===== src/rtl/mem_access_unit.sv =====
`default_nettype none
// ============================================================================
// Module      : mem_access_unit
// Description : MEM pipeline stage. Consumes the EX/MEM register outputs,
//               performs loads/stores over a req/ack data-memory bus, stalls
//               the upstream pipeline while an access is outstanding, and
//               registers the MEM/WB outputs. Bubbles are inserted while the
//               stage is busy or an access is dropped. Misaligned addresses
//               and bus timeouts each raise a one-cycle error pulse.
// Ports       :
//   clk, reset (async, active-low)
//   EX/MEM in  : MemRead_in, MemWrite_in, MemToReg_in, RegWrite_in,
//                ALUResult_in, RD2_in, WriteReg_in
//   stall      : combinational freeze of EX/MEM and earlier stages
//   Bus        : mem_req, mem_we, mem_addr, mem_wdata (registered),
//                mem_ack, mem_rdata
//   MEM/WB out : RegWrite_out, MemToReg_out, ReadData_out, ALUResult_out,
//                WriteReg_out
//   Errors     : err_misalign, err_timeout (one-cycle registered pulses)
// Revision    : 1.0 - initial release
// ============================================================================
module mem_access_unit #(
   parameter int TIMEOUT_CYCLES = 16,
   parameter int ADDR_W         = 32
) (
   input  logic              clk,
   input  logic              reset,
   input  logic              MemRead_in,
   input  logic              MemWrite_in,
   input  logic              MemToReg_in,
   input  logic              RegWrite_in,
   input  logic [31:0]       ALUResult_in,
   input  logic [31:0]       RD2_in,
   input  logic [4:0]        WriteReg_in,
   output logic              stall,
   output logic              mem_req,
   output logic              mem_we,
   output logic [ADDR_W-1:0] mem_addr,
   output logic [31:0]       mem_wdata,
   input  logic              mem_ack,
   input  logic [31:0]       mem_rdata,
   output logic              RegWrite_out,
   output logic              MemToReg_out,
   output logic [31:0]       ReadData_out,
   output logic [31:0]       ALUResult_out,
   output logic [4:0]        WriteReg_out,
   output logic              err_misalign,
   output logic              err_timeout
);

   // One extra bit keeps TIMEOUT_CYCLES-1 representable for every legal value.
   localparam int              CNT_W    = $clog2(TIMEOUT_CYCLES) + 1;
   localparam logic [CNT_W-1:0] CNT_LAST = CNT_W'(TIMEOUT_CYCLES - 1);

   typedef enum logic [0:0] {
      S_IDLE = 1'b0,
      S_WAIT = 1'b1
   } state_t;

   state_t              state_q, state_d;
   logic [CNT_W-1:0]    cnt_q, cnt_d;
   logic                mem_req_q, mem_req_d;
   logic                mem_we_q, mem_we_d;
   logic [ADDR_W-1:0]   mem_addr_q, mem_addr_d;
   logic [31:0]         mem_wdata_q, mem_wdata_d;
   logic                regwrite_q, regwrite_d;
   logic                memtoreg_q, memtoreg_d;
   logic [31:0]         readdata_q, readdata_d;
   logic [31:0]         aluresult_q, aluresult_d;
   logic [4:0]          writereg_q, writereg_d;
   logic                err_misalign_q, err_misalign_d;
   logic                err_timeout_q, err_timeout_d;

   logic                access;
   logic                misaligned;
   logic [ADDR_W-1:0]   addr_in;

   assign access     = MemRead_in | MemWrite_in;
   assign misaligned = |ALUResult_in[1:0];

   // Fit the 32-bit effective address onto the bus address width.
   generate
      if (ADDR_W > 32) begin : g_addr_wide
         assign addr_in = {{(ADDR_W-32){1'b0}}, ALUResult_in};
      end else begin : g_addr_narrow
         assign addr_in = ALUResult_in[ADDR_W-1:0];
      end
   endgenerate

   always_comb begin
      state_d        = state_q;
      cnt_d          = cnt_q;
      mem_req_d      = mem_req_q;
      mem_we_d       = mem_we_q;
      mem_addr_d     = mem_addr_q;
      mem_wdata_d    = mem_wdata_q;
      // MEM/WB defaults to a bubble; paths that retire an instruction
      // override the control bits.
      regwrite_d     = 1'b0;
      memtoreg_d     = 1'b0;
      readdata_d     = 32'h0;
      aluresult_d    = ALUResult_in;
      writereg_d     = WriteReg_in;
      err_misalign_d = 1'b0;
      err_timeout_d  = 1'b0;
      stall          = 1'b0;

      case (state_q)
         S_IDLE: begin
            if (!access) begin
               regwrite_d = RegWrite_in;
               memtoreg_d = MemToReg_in;
            end else if (misaligned) begin
               // Dropped without a bus cycle; the pipeline keeps moving.
               err_misalign_d = 1'b1;
            end else begin
               stall       = 1'b1;
               state_d     = S_WAIT;
               cnt_d       = '0;
               mem_req_d   = 1'b1;
               mem_we_d    = MemWrite_in;  // read+write together acts as a write
               mem_addr_d  = addr_in;
               mem_wdata_d = RD2_in;
            end
         end

         S_WAIT: begin
            // Ack has priority over timeout when both land in one cycle.
            if (mem_ack) begin
               state_d    = S_IDLE;
               mem_req_d  = 1'b0;
               regwrite_d = RegWrite_in;
               memtoreg_d = MemToReg_in;
               readdata_d = mem_we_q ? 32'h0 : mem_rdata;
            end else if (cnt_q == CNT_LAST) begin
               // Release the pipeline on the last cycle and drop the access.
               state_d       = S_IDLE;
               mem_req_d     = 1'b0;
               err_timeout_d = 1'b1;
            end else begin
               stall = 1'b1;
               cnt_d = cnt_q + CNT_W'(1);
            end
         end

         default: begin
            state_d   = S_IDLE;
            mem_req_d = 1'b0;
         end
      endcase
   end

   always_ff @(posedge clk or negedge reset) begin
      if (!reset) begin
         state_q        <= S_IDLE;
         cnt_q          <= '0;
         mem_req_q      <= 1'b0;
         mem_we_q       <= 1'b0;
         mem_addr_q     <= '0;
         mem_wdata_q    <= 32'h0;
         regwrite_q     <= 1'b0;
         memtoreg_q     <= 1'b0;
         readdata_q     <= 32'h0;
         aluresult_q    <= 32'h0;
         writereg_q     <= 5'h0;
         err_misalign_q <= 1'b0;
         err_timeout_q  <= 1'b0;
      end else begin
         state_q        <= state_d;
         cnt_q          <= cnt_d;
         mem_req_q      <= mem_req_d;
         mem_we_q       <= mem_we_d;
         mem_addr_q     <= mem_addr_d;
         mem_wdata_q    <= mem_wdata_d;
         regwrite_q     <= regwrite_d;
         memtoreg_q     <= memtoreg_d;
         readdata_q     <= readdata_d;
         aluresult_q    <= aluresult_d;
         writereg_q     <= writereg_d;
         err_misalign_q <= err_misalign_d;
         err_timeout_q  <= err_timeout_d;
      end
   end

   assign mem_req       = mem_req_q;
   assign mem_we        = mem_we_q;
   assign mem_addr      = mem_addr_q;
   assign mem_wdata     = mem_wdata_q;
   assign RegWrite_out  = regwrite_q;
   assign MemToReg_out  = memtoreg_q;
   assign ReadData_out  = readdata_q;
   assign ALUResult_out = aluresult_q;
   assign WriteReg_out  = writereg_q;
   assign err_misalign  = err_misalign_q;
   assign err_timeout   = err_timeout_q;

endmodule
`default_nettype wire


===== config.mk =====
export PLATFORM = sky130hd
export DESIGN_NAME = mem_access_unit
export DESIGN_NICKNAME = d
export VERILOG_FILES = /design/src/rtl/mem_access_unit.sv
export SDC_FILE = /design/constraint.sdc
export NUM_CORES = 1
export LEC_CHECK = 0
export ABC_AREA = 1
export CAP_MARGIN = 30
export CELL_PAD_IN_SITES_DETAIL_PLACEMENT = 2
export CELL_PAD_IN_SITES_GLOBAL_PLACEMENT = 2
export CORE_MARGIN = 2
export CORE_UTILIZATION = 23
export DETAILED_ROUTE_END_ITERATION = 12
export GPL_ROUTABILITY_DRIVEN = 0
export PLACE_DENSITY = 0.86
export SETUP_SLACK_MARGIN = 0.3
export SLEW_MARGIN = 10
export SYNTH_ARGS = -nofsm -noshare
export SYNTH_HDL_FRONTEND = slang
export SYNTH_SLANG_ARGS = --single-unit

===== constraint.sdc =====
create_clock -name clk -period 2.1 [get_ports clk]
set_input_delay 0.42 -clock clk [delete_from_list [all_inputs] [get_ports clk]]
set_output_delay 0.42 -clock clk [all_outputs]
set_load 0.005 [all_outputs]

-- After elaboration in Yosys (flattened, before gate mapping)
Index checks and enable logic that the tools add are counted.
- flip-flop bits (word level): 145
- word-level logic and storage cells: 57
- output and inout bits: 140
- bitwise gates (word level): 3
- reductions and logical operators: 4
- equality and inequality tests: 6
- add/subtract/negate cells: 1
- mux-type cells: 30
- operators by type and width (cell ; number):
    $mux 32 ; 3
    $mux 5 ; 4
    $mux 1 ; 18
    $pmux 5 s2 ; 1
    $ne 2x2->1 const B ; 4
    $pmux 1 s2 ; 4
    $reduce_and 3->1 ; 2
    $add 5x1->5 const B ; 1
    $eq 5x4->1 const B ; 1
    $reduce_and 4->1 ; 1
    $ne 3x2->1 const B ; 1
    $not 1->1 ; 2
    $reduce_or 2->1 ; 1
    $or 1x1->1 ; 1

-- Logic depth before layout (Yosys ltp)
Gate-level depths: netlist of the first run.
- depth in word-level cells: 4
- mapped depth: 9

-- Worst setup path before layout of the first run
OpenSTA, ideal clock, no wires.
- path kind: register -> output
- start: register cnt_q[0]
- end: output stall
- path buffers: 0
- cell stages (with the launch flop): 8
- path slack: 0.440 ns
- arrival: 1.240 ns
- cells stage by stage: dfrtp_1 > ha_1 > nand2_1 > nor2_1 > ha_1 > nor2_1 > nand2_1 > nand2_1
- cells in the longest elaborated chain, start to end: 4
- ends and longest elaborated chain (what ; line ; text):
    start, declared ; 61 ; logic [CNT_W-1:0] cnt_q, cnt_d;
    start signal, assigned ; 170 ; cnt_q <= cnt_d;
    $eq 5x4->1 ; 135 ; end else if (cnt_q == CNT_LAST) begin
    $mux 1 ; 135 ;
    $mux 1 ; 129 ; if (mem_ack) begin
    $pmux 1 s2 ; 108 ; case (state_q)
    end, declared ; 35 ; output logic stall,
No other way between the ends.

-- Final worst setup path of the first run
- start: register cnt_q[0]
- end: register cnt_q[4]
- cells in the longest elaborated chain, start to end: 4
- elaborated cells on any way between the ends: 7
- those cells by class: add/sub: 1; eq/ne: 2; mux: 3; reduce/logical: 1
- ends and longest elaborated chain (what ; line ; text):
    $add 5x1->5 ; 142 ; cnt_d = cnt_q + CNT_W'(1);
    $mux 5 ; 135 ;
    $mux 5 ; 129 ;
    $pmux 5 s2 ; 108 ;
Parallel ways exist; a longest one is shown, timed or not. The select of a mux whose other input is x is not followed.
A chain may end at the register's enable or synchronous reset.

==> results of run 1 <==
-- worst register-to-register path: stages, from the launching register on --
cell,delay (ns)
dfrtp_1,0.39
ha_2,0.21
nand2_2,0.08
nor2_2,0.05
ha_4,0.16
nor2_4,0.09
nand2_2,0.07
buf_4,0.14
buf_6,0.10
buf_6,0.10
buf_6,0.10
buf_6,0.11
buf_6,0.10
buf_6,0.11
buf_8,0.13
or2_4,0.23
nand2_2,0.05
-- repair_timing --
item,in CTS,in global routing
hold buffers,1,0
endpoints found under the hold margin,41,0
resized for setup,23,11
endpoints found under the setup margin,1,23
setup buffers,10,3
pin swaps,8,4
-- through the flow --
step / cells / TNS, ns / util, % / hold WS (ns) / setup WS, ns
floorplan: 475 / 0 / - / 0.1244 / 0.4399
global placement: 999 / -0.01104 / 36.56 / 0.3915 / -0.01104
detailed placement: 999 / -0.4361 / 36.56 / 0.3943 / -0.1199
CTS: 1042 / -0.9440 / 39.81 / 0.4168 / -0.2089
global route: 1045 / -1.259 / 40.11 / 0.4256 / -0.2529
finish: 1045 / -0.8260 / 40.11 / 0.4310 / -0.1781
-- layout make-up --
cell class / count / share of cell area [%]
multi-input combinational: 232 / 12.11
clock buffer: 18 / 4.934
clock inverter: 14 / 1.496
tap: 280 / 4.028
timing repair buffer: 279 / 32.39
sequential: 145 / 41.71
inverter: 77 / 3.323
-- placed cells by master (no fill, tap or decap), types with 3 or more instances in the layout --
master	count
clkdlybuf4s50_1	243
o21ai_0	52
buf_6	12
o21ai_1	11
inv_6	5
nor2_1	36
nand3_1	6
nand2_2	3
nand2_1	110
clkbuf_16	17
inv_1	75
clkinv_4	3
clkinv_2	3
buf_4	16
buf_12	4
dfrtp_1	145
-- final timing paths --
| check | from | endpoint | slack [ns] | cells after the start |
|---|---|---|---|---|
| hold reg to reg | mem_addr[0] | mem_addr[0] | 0.47 | 2 |
| setup reg to reg | cnt_q[0] | cnt_q[4] | -0.18 | 16 |
| setup / recovery | cnt_q[0] | cnt_q[4] | -0.18 | 16 |
| hold / removal | WriteReg_in[4] | WriteReg_out[4] | 0.43 | 1 |
| max in group asynchronous | reset | ReadData_out[17] | 1.01 | 3 |
| min in group asynchronous | reset | ALUResult_out[16] | 0.51 | 2 |
-- synthesized netlist by cell type (6+ instances only) --
library cell | count | area (um^2)
buf_2 | 6 | 30.03
clkbuf_1 | 9 | 33.78
o21ai_1 | 11 | 55.05
nand3_1 | 7 | 35.03
buf_6 | 6 | 67.56
nand2_1 | 114 | 427.9
o21ai_0 | 52 | 260.3
nor2_1 | 38 | 142.6
dfrtp_1 | 145 | 3628
inv_1 | 76 | 285.3
-- report_power, final --
| group | total (mW) | switching (mW) | leakage, nW | internal (mW) |
|---|---|---|---|---|
| logic | 1.56 | 0.636 | 2.04 | 0.928 |
| registers | 3.32 | 0.187 | 1.83 | 3.13 |
| clock network | 2.93 | 1.28 | 0.272 | 1.65 |
| total | 7.81 | 2.10 | 4.14 | 5.71 |
-- state kept, by name, summed over array words and instances (netlist names), 5 cells and up --
| signal | count |
|---|---|
| ALUResult_out | 32 |
| ReadData_out | 32 |
| mem_addr | 32 |
| mem_wdata | 32 |
| WriteReg_out | 5 |
| cnt_q | 5 |
-- logic make-up after synthesis --
| logic type | synth area share (%) |
|---|---|
| buf+inv | 8.321 |
| simple gates | 12.93 |
| compound gates | 6.439 |
| flops | 71.82 |
| fa+ha+maj | 0.4952 |
-- per-layer routing --
metal	routed length, um	vias up	part of all wire, %	track usage [%]
li1	-	1984	-	-
met1	6564	2177	37	17.20
met2	9875	160	55	29.52
met3	1347	11	7.5	6.001
met4	136	0	0.76	3.605
met5	0	-	0	0
==> summary.md, run 1 <==
| Metric | Value |
|---|---|
| Fin nets | `around 860` |
| Final WL | `17.92 mm` |
| TritonCTS clock tree | `done` |
| GRT Residual Overflow | `0` |
| Routed WL per cell | `between 15 and 20 um` |
| Die Span Y | `~150 um` |
| RSZ-0062 raised after global routing | `true` |
| Worst setup margin | `-0.1781 ns` |
| Post-route ant nets | `0` |
| Detailed placement HPWL | `between 10 and 15 mm` |
| DR vias | `approximately 4.3k` |
| CP startpoint kind | `flop` |
| Final setup fails | `6` |
| First-pass GRT wire length | `between 20 and 30 mm` |
| WP data arrival | `approximately 2.6 ns` |
| Mapped Area | `about 5100 um^2` |
| Hold WC Path Type | `in2reg` |
| Most used cell, CP | `buf_6` |
| Leakage | `4.143 nW` |
| Ys Warns | `0` |
| Endpoint class of the critical path | `flop` |
| Std-Cell Rows | `54` |
| Number of global-route vias before repair | `4925` |
| Clk slew on worst S/H paths | `0.07 ns` |
| Clk sink count | `145` |
| Post-route clock skew | `between 0.015 and 0.02 ns` |
| Top-Level Pins | `248` |
| Peak Freq | `between 0.4 and 0.5 GHz` |
| CP top delay family | `buffers and inverters` |
| Synth Area per Inst | `between 10 and 15 um^2` |
| 1st-iter DRT viols | `70` |
| # Max-Cap Violations | `0` |
| Die X | `between 150 and 200 um` |
| Final Slew Violations | `0` |
| Worst path cell trace | `ha_2 > nand2_2 > nor2_2 > ha_4 > nor2_4 > nand2_2 > buf_4 > buf_6 > buf_6 > buf_6 > buf_6 > buf_6 > buf_6 > buf_8 > or2_4 > nand2_2` |
| Layout cells sized above 1 | `between 10 and 15%` |
| Max clock buf depth | `2` |
| Power, Total | `~7.8 mW` |
| Number of CTS-inserted buffers | `17` |
| Synthesized flop and latch total | `roughly 150` |
| Mapped Cells | `475` |
| Critical path fanouts, max | `8` |
| Sequential-to-total area share from yosys stat | `between 70% and 80%` |
| Crit path kind | `reg2reg` |
| H-tree lvl count | `4` |
| CTS Root Cell | `clkbuf_16` |
| # diodes | `0` |
| Relative slew slack | `69.12%` |
| Dpl cell area | `7930 um^2` |
| Largest net degree at the start of global routing | `68` |
| Async SR Flop Fraction | `100.0%` |
| Residual DRC | `0` |
| Status | `finished with violations` |
| DRT Pass-1 Iters | `4` |
| Gr usage total | `between 15 and 20%` |
| CP peak stage delay | `slightly below 0.4 ns` |
| I/O Buffers | `roughly 250` |
| Core Footprint | `21690 um^2` |
| Tcrit/Tclk final | `108.5%` |
| Most common flop cell mapped by yosys | `dfrtp_1` |
| Slew @ Worst Pin | `0.4632 ns` |
| FF/Latch Area | `between 3000 and 4000 um^2` |
| VDD IR max | `0.5135 mV` |
| Clock latency on the worst-skew pair | `~0.42 ns` |
| Initial core utilization | `between 20% and 30%` |
| Crit path required time | `2.46 ns` |
| Initial antenna violation count | `0` |
| Total die area | `between 20000 and 25000 um^2` |
| PD cells | `between 800 and 900 nW/um^2` |
| Post-synth EDFFs | `0` |
| Final hold vios | `0` |
| Worst path bufs/invs | `8` |
| Failing checks | `setup timing` |
| Layout area overhead | `72.16%` |
| # fillers | `2270` |
| Mapped Nets | `about 590` |
| Area of the multi-input gates | `between 1000 and 1500 um^2` |
| Min Tclk post-route | `roughly 2.3 ns` |
| Vias/cell | `roughly 4.1` |
| Library cells used by synthesis | `18` |
| Slowest-stage cell, CP | `dfrtp_1` |
| Design Area, Final | `8698 um^2` |
Note: power is estimated with default switching activity, not from simulation.
==> inputs of run 2 (changes only) <==
SKIP_CTS_REPAIR_TIMING = 1   (was unset)
==> run 2 against run 1 <==
The run still ends with setup timing left. Clock skew decreased by 0.0015 ns. Largest power group unchanged. Clock power about the same. Die area unchanged. Critical path depth fell by 8. Highest routed layer unchanged. Non-clock buffer count shrank 9. Total power shrank 0.53%.
==> summary.md, run 2 (synthesis results as in run 1) <==
| Metric | Value |
|---|---|
| Status | `finished with violations` |
| Failing checks | `setup timing` |
| Sw frac | `26.83% (-0.066 points)` |
| Layout area overhead | `69.37%` |
| Clk sink count | `145 (unchanged)` |
| Largest net degree at the start of global routing | `68 (unchanged)` |
| I/O Buffers | `247 (unchanged)` |
| Final WL | `17.50 mm (-2.4%)` |
| TritonCTS clock tree | `done` |
| Leakage | `4.066 nW (-1.9%)` |
| Core Footprint | `21690 um^2 (unchanged)` |
| Die Span Y | `152.2 um (unchanged)` |
| M1 WL | `6.528 mm (-0.55%)` |
| Min Tclk post-route | `2.170 ns (-0.1081 ns)` |
| Hold WC Path Type | `in2reg` |
| Initial antenna violation count | `0 (unchanged)` |
| Endpoint class of the critical path | `output port` |
| Final hold vios | `0 (unchanged)` |
| Met3 wire length | `1.318 mm (-2.2%)` |
| Critical path fanouts, max | `2 (-6)` |
| Sw power | `2.083 mW (-0.78%)` |
| Fin nets | `853 (-1.0%)` |
| # fillers | `2286 (+0.70%)` |
| RR Startpoint | `cnt_q[1]` |
| DRT Pass-1 Iters | `4 (unchanged)` |
| First-pass GRT wire length | `28.10 mm (-2.1%)` |
| Residual DRC | `0 (unchanged)` |
| CP peak stage delay | `0.39 ns (about the same)` |
| CP startpoint kind | `flop` |
| Std-Cell Rows | `54 (unchanged)` |
| GRT Residual Overflow | `0 (unchanged)` |
| Crit path kind | `reg2out` |
| Post-route clock skew | `0.01485 ns (-0.001484 ns)` |
| Post-route ant nets | `0 (unchanged)` |
| PD cells | `907.5 nW/um^2 (+1.1%)` |
| Peak Freq | `0.4608 GHz (+5.0%)` |
| Crit path required time | `1.68 ns (-0.78 ns)` |
| Most common cell after layout, fill and taps aside | `clkdlybuf4s50_1` |
| Final cell utilization of the core | `39.45% (-0.65 points)` |
| Relative slew slack | `68.99% (-0.13 points)` |
| Gr usage total | `15.54% (-0.39 points)` |
| Flop pwr share | `42.7% (+0.2 points)` |
| WP data arrival | `1.75 ns (-0.89 ns)` |
| Slowest-stage cell, CP | `dfrtp_1` |
| Vias/cell | `4.146 (about the same)` |
| Fin cells | `1036 (-0.86%)` |
| Internal power | `5.682 mW (-0.44%)` |
| Worst path cell trace | `ha_2 > nand2_2 > nor2_2 > ha_2 > nor2_2 > nand2_2 > nand2_2 > clkbuf_2` |
| Routed WL per cell | `16.89 um (-1.5%)` |
| Clk slew on worst S/H paths | `0.07 ns (about the same)` |
| Crit path from | `cnt_q[1]` |
| Clock latency on the worst-skew pair | `0.42 ns (about the same)` |
| Detailed placement HPWL | `13.25 mm (unchanged)` |
| Initial core utilization | `23.30% (unchanged)` |
| HP Start | `WriteReg_in[3]` |
| DR vias | `4295 (-0.85%)` |
| # placed instances | `999 (unchanged)` |
| Routed wl met2 | `9.514 mm (-3.7%)` |
| Top-Level Pins | `248 (unchanged)` |
| Slew @ Worst Pin | `0.4652 ns (+0.002011 ns)` |
| RSZ-0062 raised after global routing | `true` |
| Final setup fails | `1 (-5)` |
| Top Metal Used | `met4` |
| Total die area | `23170 um^2 (unchanged)` |
| Worst setup margin | `-0.06997 ns (+0.1081 ns)` |
| Max clock buf depth | `2 (unchanged)` |
| Logic pwr share | `19.7% (-0.3 points)` |
| Number of global-route vias before repair | `4863 (-1.3%)` |
| # Max-Cap Violations | `0 (unchanged)` |
| 1st-iter DRT viols | `76 (+8.6%)` |
| Layout cells sized above 1 | `8.995% (-1.3 points)` |
| Clk pwr share | `37.6% (about the same)` |
| Final Slew Violations | `0 (unchanged)` |
| CTS Root Cell | `clkbuf_16` |
| H-tree lvl count | `4 (unchanged)` |
| Number of CTS-inserted buffers | `17 (unchanged)` |
| # diodes | `0 (unchanged)` |
| Die X | `152.2 um (unchanged)` |
| Most frequent cells in the layout | `244 x clkdlybuf4s50_1, 145 x dfrtp_1, 110 x nand2_1, 76 x inv_1, 52 x o21ai_0` |
| VDD IR max | `0.5071 mV (-1.3%)` |
| Tcrit/Tclk final | `103.3% (-5.1 points)` |
| Most used cell, CP | `nand2_2` |
[run 2: through the flow]
step | setup TNS (ns) | power (mW) | hold slack (ns) | setup WS [ns] | instance area (um^2)
2_1_floorplan | 0 | 3.723 | 0.1244 | 0.4399 | 5052
3_3_place_gp | -0.01104 | 4.818 | 0.3915 | -0.01104 | 7930
3_5_place_dp | -0.4361 | 4.924 | 0.3943 | -0.1199 | 7930
4_1_cts | -0.6025 | 7.907 | -0.06100 | -0.6025 | 8489
5_1_grt | -0.1578 | 8.178 | 0.4119 | -0.1578 | 8557
6_report | -0.06997 | 7.765 | 0.4311 | -0.06997 | 8557
[run 2: path summary, 6_finish.rpt]
| path | endpoint | slack (ns) | cells after the start |
|---|---|---|---|
| worst min-delay path | WriteReg_out[3] | 0.43 | 1 |
| worst min register to register | mem_addr[0] | 0.47 | 2 |
| worst max register to register | cnt_q[0] | 0.31 | 10 |
| max in group asynchronous | ReadData_out[17] | 1.01 | 3 |
| worst max-delay path | stall | -0.07 | 8 |
| min in group asynchronous | ALUResult_out[16] | 0.51 | 2 |
[run 2: metal layers]
layer / vias to the layer above / track usage (%)
li1: 1967 / -
met5: - / 0
met2: 160 / 28.44
met4: 0 / 3.605
met1: 2157 / 17.00
met3: 11 / 5.916
[run 2: cell type report]
class                      count  area (um^2)  share of cell area (%)
multi-input combinational    232         1026                   11.99
inverter                      77        289.0                   3.378
clock inverter                14        130.1                   1.521
clock buffer                  18        429.2                   5.015
tap                          280        350.3                   4.094
timing repair buffer         270         2704                   31.60
sequential                   145         3628                   42.40
[run 2: power groups by stage]
stage               registers [mW]  logic [mW]  clock network, mW
finish                        3.32        1.53               2.92
global route                  3.36        1.67               3.14
CTS                           3.32        1.56               3.03
detailed placement            3.37        1.55                  0
global placement              3.34        1.48                  0
floorplan                     3.37       0.349                  0
[run 2: worst max-delay path: cells and delay by family, from the launching register on]
kind,cells,cell delay [ns]
adders and majority gates,2,0.40
buffers and inverters,1,0.11
DFF,1,0.39
and+or+nand+nor,5,0.44
==> inputs of run 3 (changes only) <==
CTS_CLUSTER_SIZE = 28   (was unset)
==> results of run 3 <==
No change in the layout: final DEF, timing and power equal those of run 2.
